### config.mk
export PLATFORM = sky130hd
export DESIGN_NAME = aes_block_serdes_flat
export DESIGN_NICKNAME = d
export VERILOG_FILES = /design/src/rtl/aes_block_serdes_if.sv /design/src/rtl/aes_block_serdes.sv /design/src/flat_wrapper.sv
export SDC_FILE = /design/constraint.sdc
export NUM_CORES = 1
export LEC_CHECK = 0
export ABC_AREA = 1
export CORE_ASPECT_RATIO = 0.75
export CORE_UTILIZATION = 52
export DETAILED_ROUTE_END_ITERATION = 8
export PLACE_DENSITY_LB_ADDON = 0.05
export SLEW_MARGIN = 5
export SYNTH_ARGS = -nofsm -noshare
export SYNTH_HDL_FRONTEND = slang
export SYNTH_SLANG_ARGS = --single-unit
### constraint.sdc
create_clock -name clk -period 3.15 [get_ports clk]
set_clock_uncertainty 0.05 [all_clocks]
set_input_delay 0.63 -clock clk [delete_from_list [all_inputs] [get_ports clk]]
set_output_delay 0.63 -clock clk [all_outputs]
set_load 0.05 [all_outputs]
### src/rtl/aes_block_serdes_if.sv
// rtl/aes_block_serdes_if.sv - byte-serial input and output handshakes around the AES block serdes
interface aes_block_serdes_if;
   logic [7:0] in_data;
   logic       in_valid;
   logic       in_is_key;
   logic       in_ready;
   logic [7:0] out_data;
   logic       out_valid;
   logic       out_ready;

   modport master (
      output in_data, in_valid, in_is_key, out_ready,
      input  in_ready, out_data, out_valid
   );

   modport slave (
      input  in_data, in_valid, in_is_key, out_ready,
      output in_ready, out_data, out_valid
   );
endinterface

### src/rtl/aes_block_serdes.sv
// rtl/aes_block_serdes.sv - byte-serial load, settle and ciphertext streaming around a combinational AES core
module aes_block_serdes #(
   parameter int unsigned  SETTLE_CYCLES = 2,
   parameter logic [127:0] KEY_RESET     = 128'h000102030405060708090a0b0c0d0e0f
) (
   input  logic                clk,
   input  logic                rst_n,
   input  logic                ena,
   aes_block_serdes_if.slave   bus,
   output logic [127:0]        blk_pt,
   output logic [127:0]        blk_key,
   input  logic [127:0]        blk_ct,
   output logic                busy,
   output logic [7:0]          blk_count
);

   // SETTLE_CYCLES is legal only in 0..15 so it fits the 4-bit settle counter
   localparam logic [3:0] SETTLE_INIT = 4'(SETTLE_CYCLES);

   typedef enum logic [1:0] {
      ST_LOAD   = 2'd0,
      ST_SETTLE = 2'd1,
      ST_SEND   = 2'd2
   } state_t;

   state_t       state, state_nx;
   logic [127:0] pt_reg, pt_nx;
   logic [127:0] key_reg, key_nx;
   logic [127:0] ct_reg, ct_nx;
   logic [3:0]   pt_cnt, pt_cnt_nx;
   logic [3:0]   key_cnt, key_cnt_nx;
   logic [3:0]   out_cnt, out_cnt_nx;
   logic [3:0]   settle_cnt, settle_cnt_nx;
   logic [7:0]   blk_count_nx;
   logic         in_hs;
   logic         out_hs;

   assign bus.in_ready  = ena & (state == ST_LOAD);
   assign bus.out_valid = ena & (state == ST_SEND);
   assign bus.out_data  = ct_reg[127:120];
   assign busy          = (state != ST_LOAD);
   assign blk_pt        = pt_reg;
   assign blk_key       = key_reg;

   assign in_hs  = bus.in_valid & bus.in_ready;
   assign out_hs = bus.out_valid & bus.out_ready;

   always_comb begin
      state_nx      = state;
      pt_nx         = pt_reg;
      key_nx        = key_reg;
      ct_nx         = ct_reg;
      pt_cnt_nx     = pt_cnt;
      key_cnt_nx    = key_cnt;
      out_cnt_nx    = out_cnt;
      settle_cnt_nx = settle_cnt;
      blk_count_nx  = blk_count;

      case (state)
         ST_LOAD: begin
            if (in_hs) begin
               if (bus.in_is_key) begin
                  // key bytes are independent of block progress; the counter just wraps
                  key_nx     = {key_reg[119:0], bus.in_data};
                  key_cnt_nx = key_cnt + 4'd1;
               end else begin
                  pt_nx = {pt_reg[119:0], bus.in_data};
                  if (pt_cnt == 4'd15) begin
                     pt_cnt_nx     = 4'd0;
                     settle_cnt_nx = SETTLE_INIT;
                     state_nx      = ST_SETTLE;
                  end else begin
                     pt_cnt_nx = pt_cnt + 4'd1;
                  end
               end
            end
         end

         ST_SETTLE: begin
            // gives the combinational core a fixed margin before the ciphertext is sampled
            if (settle_cnt == 4'd0) begin
               ct_nx      = blk_ct;
               out_cnt_nx = 4'd0;
               state_nx   = ST_SEND;
            end else begin
               settle_cnt_nx = settle_cnt - 4'd1;
            end
         end

         ST_SEND: begin
            if (out_hs) begin
               ct_nx      = {ct_reg[119:0], 8'h00};
               out_cnt_nx = out_cnt + 4'd1;
               if (out_cnt == 4'd15) begin
                  blk_count_nx = blk_count + 8'd1;
                  state_nx     = ST_LOAD;
               end
            end
         end

         default: begin
            state_nx = ST_LOAD;
         end
      endcase
   end

   always_ff @(posedge clk) begin
      if (!rst_n) begin
         state      <= ST_LOAD;
         pt_reg     <= '0;
         key_reg    <= KEY_RESET;
         ct_reg     <= '0;
         pt_cnt     <= '0;
         key_cnt    <= '0;
         out_cnt    <= '0;
         settle_cnt <= '0;
         blk_count  <= '0;
      end else if (ena) begin
         state      <= state_nx;
         pt_reg     <= pt_nx;
         key_reg    <= key_nx;
         ct_reg     <= ct_nx;
         pt_cnt     <= pt_cnt_nx;
         key_cnt    <= key_cnt_nx;
         out_cnt    <= out_cnt_nx;
         settle_cnt <= settle_cnt_nx;
         blk_count  <= blk_count_nx;
      end
   end

endmodule

### src/flat_wrapper.sv
// flat-port wrapper written by rule: the top's interface ports become plain ports
module aes_block_serdes_flat 
#(
   parameter int unsigned  SETTLE_CYCLES = 2,
   parameter logic [127:0] KEY_RESET     = 128'h000102030405060708090a0b0c0d0e0f
)
  (clk, rst_n, ena, blk_pt, blk_key, blk_ct, busy, blk_count, bus_in_data, bus_in_valid, bus_in_is_key, bus_out_ready, bus_in_ready, bus_out_data, bus_out_valid);
  aes_block_serdes_if bus_i ();
  input  logic clk;
  input  logic rst_n;
  input  logic ena;
  output logic [127:0] blk_pt;
  output logic [127:0] blk_key;
  input  logic [127:0] blk_ct;
  output logic busy;
  output logic [7:0] blk_count;
  input wire logic [$bits(bus_i.in_data)-1:0] bus_in_data;
  input wire logic [$bits(bus_i.in_valid)-1:0] bus_in_valid;
  input wire logic [$bits(bus_i.in_is_key)-1:0] bus_in_is_key;
  input wire logic [$bits(bus_i.out_ready)-1:0] bus_out_ready;
  output wire logic [$bits(bus_i.in_ready)-1:0] bus_in_ready;
  output wire logic [$bits(bus_i.out_data)-1:0] bus_out_data;
  output wire logic [$bits(bus_i.out_valid)-1:0] bus_out_valid;
  assign bus_i.in_data = bus_in_data;
  assign bus_i.in_valid = bus_in_valid;
  assign bus_i.in_is_key = bus_in_is_key;
  assign bus_i.out_ready = bus_out_ready;
  assign bus_in_ready = bus_i.in_ready;
  assign bus_out_data = bus_i.out_data;
  assign bus_out_valid = bus_i.out_valid;
  aes_block_serdes #(.SETTLE_CYCLES(SETTLE_CYCLES), .KEY_RESET(KEY_RESET)) u_core (.clk(clk), .rst_n(rst_n), .ena(ena), .bus(bus_i), .blk_pt(blk_pt), .blk_key(blk_key), .blk_ct(blk_ct), .busy(busy), .blk_count(blk_count));
endmodule
==> flow_summary.toml <==
[run_status]
status = "finished, final reports clean"

[cts]
clkSinkCount = 406
cts-root-buf = "clkbuf_16"
max-clock-path-buffers = 3
post_cts_resized = 0
cts_tree = "yes"
post_cts_buffers = 0
numCtsBuffers = 40
clk_pin_slew_ps = 60
clock_tree.htree_level_count = 2
hold_buffers = 0
clock_latency_ps = 540

[layout]
instances_no_fill = 2898
fillCellCount = 2404
post-route-util_pct = 72.8
drive_above_1_share_pct = 3.84
syn_to_final_growth_pct = 35.6
finalNetCount = 2621

[detailed_routing]
wl_per_cell_um = 16.3
drcViolationCount = 0
drt_wl_total_mm = 47.1
num_vias = 15100
first_pass_iters = 6
first_iter_violations = 1337
ant_nets = 0
via_per_inst = 5.21

[timing]
finalSetupViolations = 0
relSlewSlack_pct = 40.7
fmax_ghz = 0.340
grt_setup_unrepaired = "no"
finalHoldViolations = 0
final.setup.tns_ps = 0
period_needed_ps = 2940
worst_pin_slew_ps = 889
drv_slew = 0
fin_crit_sh_pct = 93.3
whs_ps = 396

[die]
io_pins = 417
coreArea_um2 = 29500
dieArea_um2 = 31100
row_count = 54
die_w_um = 203
initial_utilization_pct = 53.6
die_h_um = 153

[setup_path]
crit_arrival_ps = 2260
worstSetupEndpointType = "output port"
required_ps = 2470
reg2reg_depth = 8
worst-setup-path-type = "flip-flop to output port"
worstPathMaxFanout = 7
start_kind = "flip-flop"

[yosys]
syn_avg_cell_area_um2 = 7.33
ys_seq_area_share_pct = 51.4
synthTopCellsByArea = "dfxtp_1 (51%), o21ai_0 (14%), nor2_1 (11%)"
yosys_warnings = 0
syn_nets = 2307
synth_area_leader_cell = "dfxtp_1"
synthCells = 2156
synth_cell_types = 25
synth_top_cell_area_share_pct = 51.4
synthesis.area_um2 = 15800
ys_ff_latch = 406

[place]
portBuffers = 416
globalplace.congestion = 0.873
place_inst = 2820
hpwl_mm = 31.0

[power]
fin_total_pwr_mw = 12.0
leakage_nw = 9.03
vdd_ir_drop_max_v = 0.000402
power_density_nw_per_um2 = 560

[global_route]
use_met3_pct = 9.59
top_usage_layer = "met2"
grt_start_max_net_pins = 174
first_global_vias = 14400
globalRouteOverflowTotal = 0
antenna_found_initial = 5
met1_usage_pct = 38.2
grt_use_total_pct = 29.8
grt_pass1_wl_mm = 75.0
use_met2_pct = 46.7

[min_path]
hold_path_class = "flip-flop to flip-flop"
hold_depth = 2

[flow_run]
timing.max_cap.violations = 0
-- logic make-up after synthesis --
group           synth area share (%)
simple gates                    20.7
buf+inv                         8.12
xor+xnor                       0.111
fa+ha+maj                      0.713
flops                           51.4
compound gates                  18.9
-- final timing paths --
path | end | from | slack (ps)
setup / recovery | busy | u_core.state[0] | 210
hold reg to reg | u_core.ct_reg[46] | u_core.ct_reg[46] | 400
hold / removal | u_core.ct_reg[46] | u_core.ct_reg[46] | 400
setup reg to reg | u_core.ct_reg[102] | u_core.state[0] | 910
-- cell type report --
cell class	instances	area [µm²]	share of cell area, %
tap	392	490	2.29
inverter	138	527	2.46
multi-input combinational	1447	6400	29.9
sequential	406	8130	37.9
clock inverter	9	155	0.724
timing repair buffer	437	4500	21.0
clock buffer	63	1220	5.69
antenna	6	15.0	0.0701
-- routing by layer --
| metal | vias to the layer above | wire (µm) |
|---|---|---|
| met4 | 0 | 1410 |
| li1 | 7549 | - |
| met1 | 6973 | 20100 |
| met5 | - | 0 |
| met3 | 80 | 4350 |
| met2 | 496 | 21200 |
-- synthesized netlist by cell type --
cell and number:
a21boi_0 1, a21oi_1 145, buf_1 7, buf_2 51
buf_4 12, buf_6 5, clkbuf_1 90, dfxtp_1 406
ha_1 9, inv_1 136, inv_2 2, nand2_1 294
nand2_2 1, nand3_1 51, nand3_2 2, nand3b_2 1
nand4_1 4, nor2_1 480, nor2_2 2, nor2_4 2
nor3_1 2, o21ai_0 446, o21ai_1 5, xnor2_1 1
xor2_1 1
-- stage by stage --
step | area [µm²] | setup WS [ps]
after floorplan | 15800 | 1150
after global placement | 20000 | 448
after detailed placement | 20000 | 353
after CTS | 21400 | 164
after global routing | 21400 | 110
final | 21400 | 212
-- layout by cell type (no fill, tap or decap), types with 2 or more instances in the layout --
cell type        Yosys  final
clkinv_2             0      3
nand3_2              2      2
ha_1                 9      9
diode_2              0      6
clkbuf_1            90     11
buf_4               12      9
o21ai_0            446    446
nor2_1             480    480
a21oi_1            145    145
clkbuf_8             0     12
nand2_1            294    294
dfxtp_1            406    406
o21ai_1              5      5
inv_6                0      3
bufinv_16            0      4
clkbuf_16            0     41
inv_1              136    135
nor2_4               2      3
nand3_1             51     51
buf_12               0     14
nand4_1              4      4
clkdlybuf4s50_1      0    413
nor3_1               2      2
-- power breakdown --
part	leakage [nW]	total, mW	internal [mW]	switching, mW
logic	5.06	1.58	0.564	1.02
clock network	0.671	4.99	2.99	2.00
registers	3.30	5.44	5.30	0.136
-- worst max-delay path, cell delays in order (launching register included) --
cell and delay, ps:
dfxtp_1 360, inv_1 90, ha_1 290, inv_1 140, clkdlybuf4s50_1 850
Power figures use the tool's default switching activity.
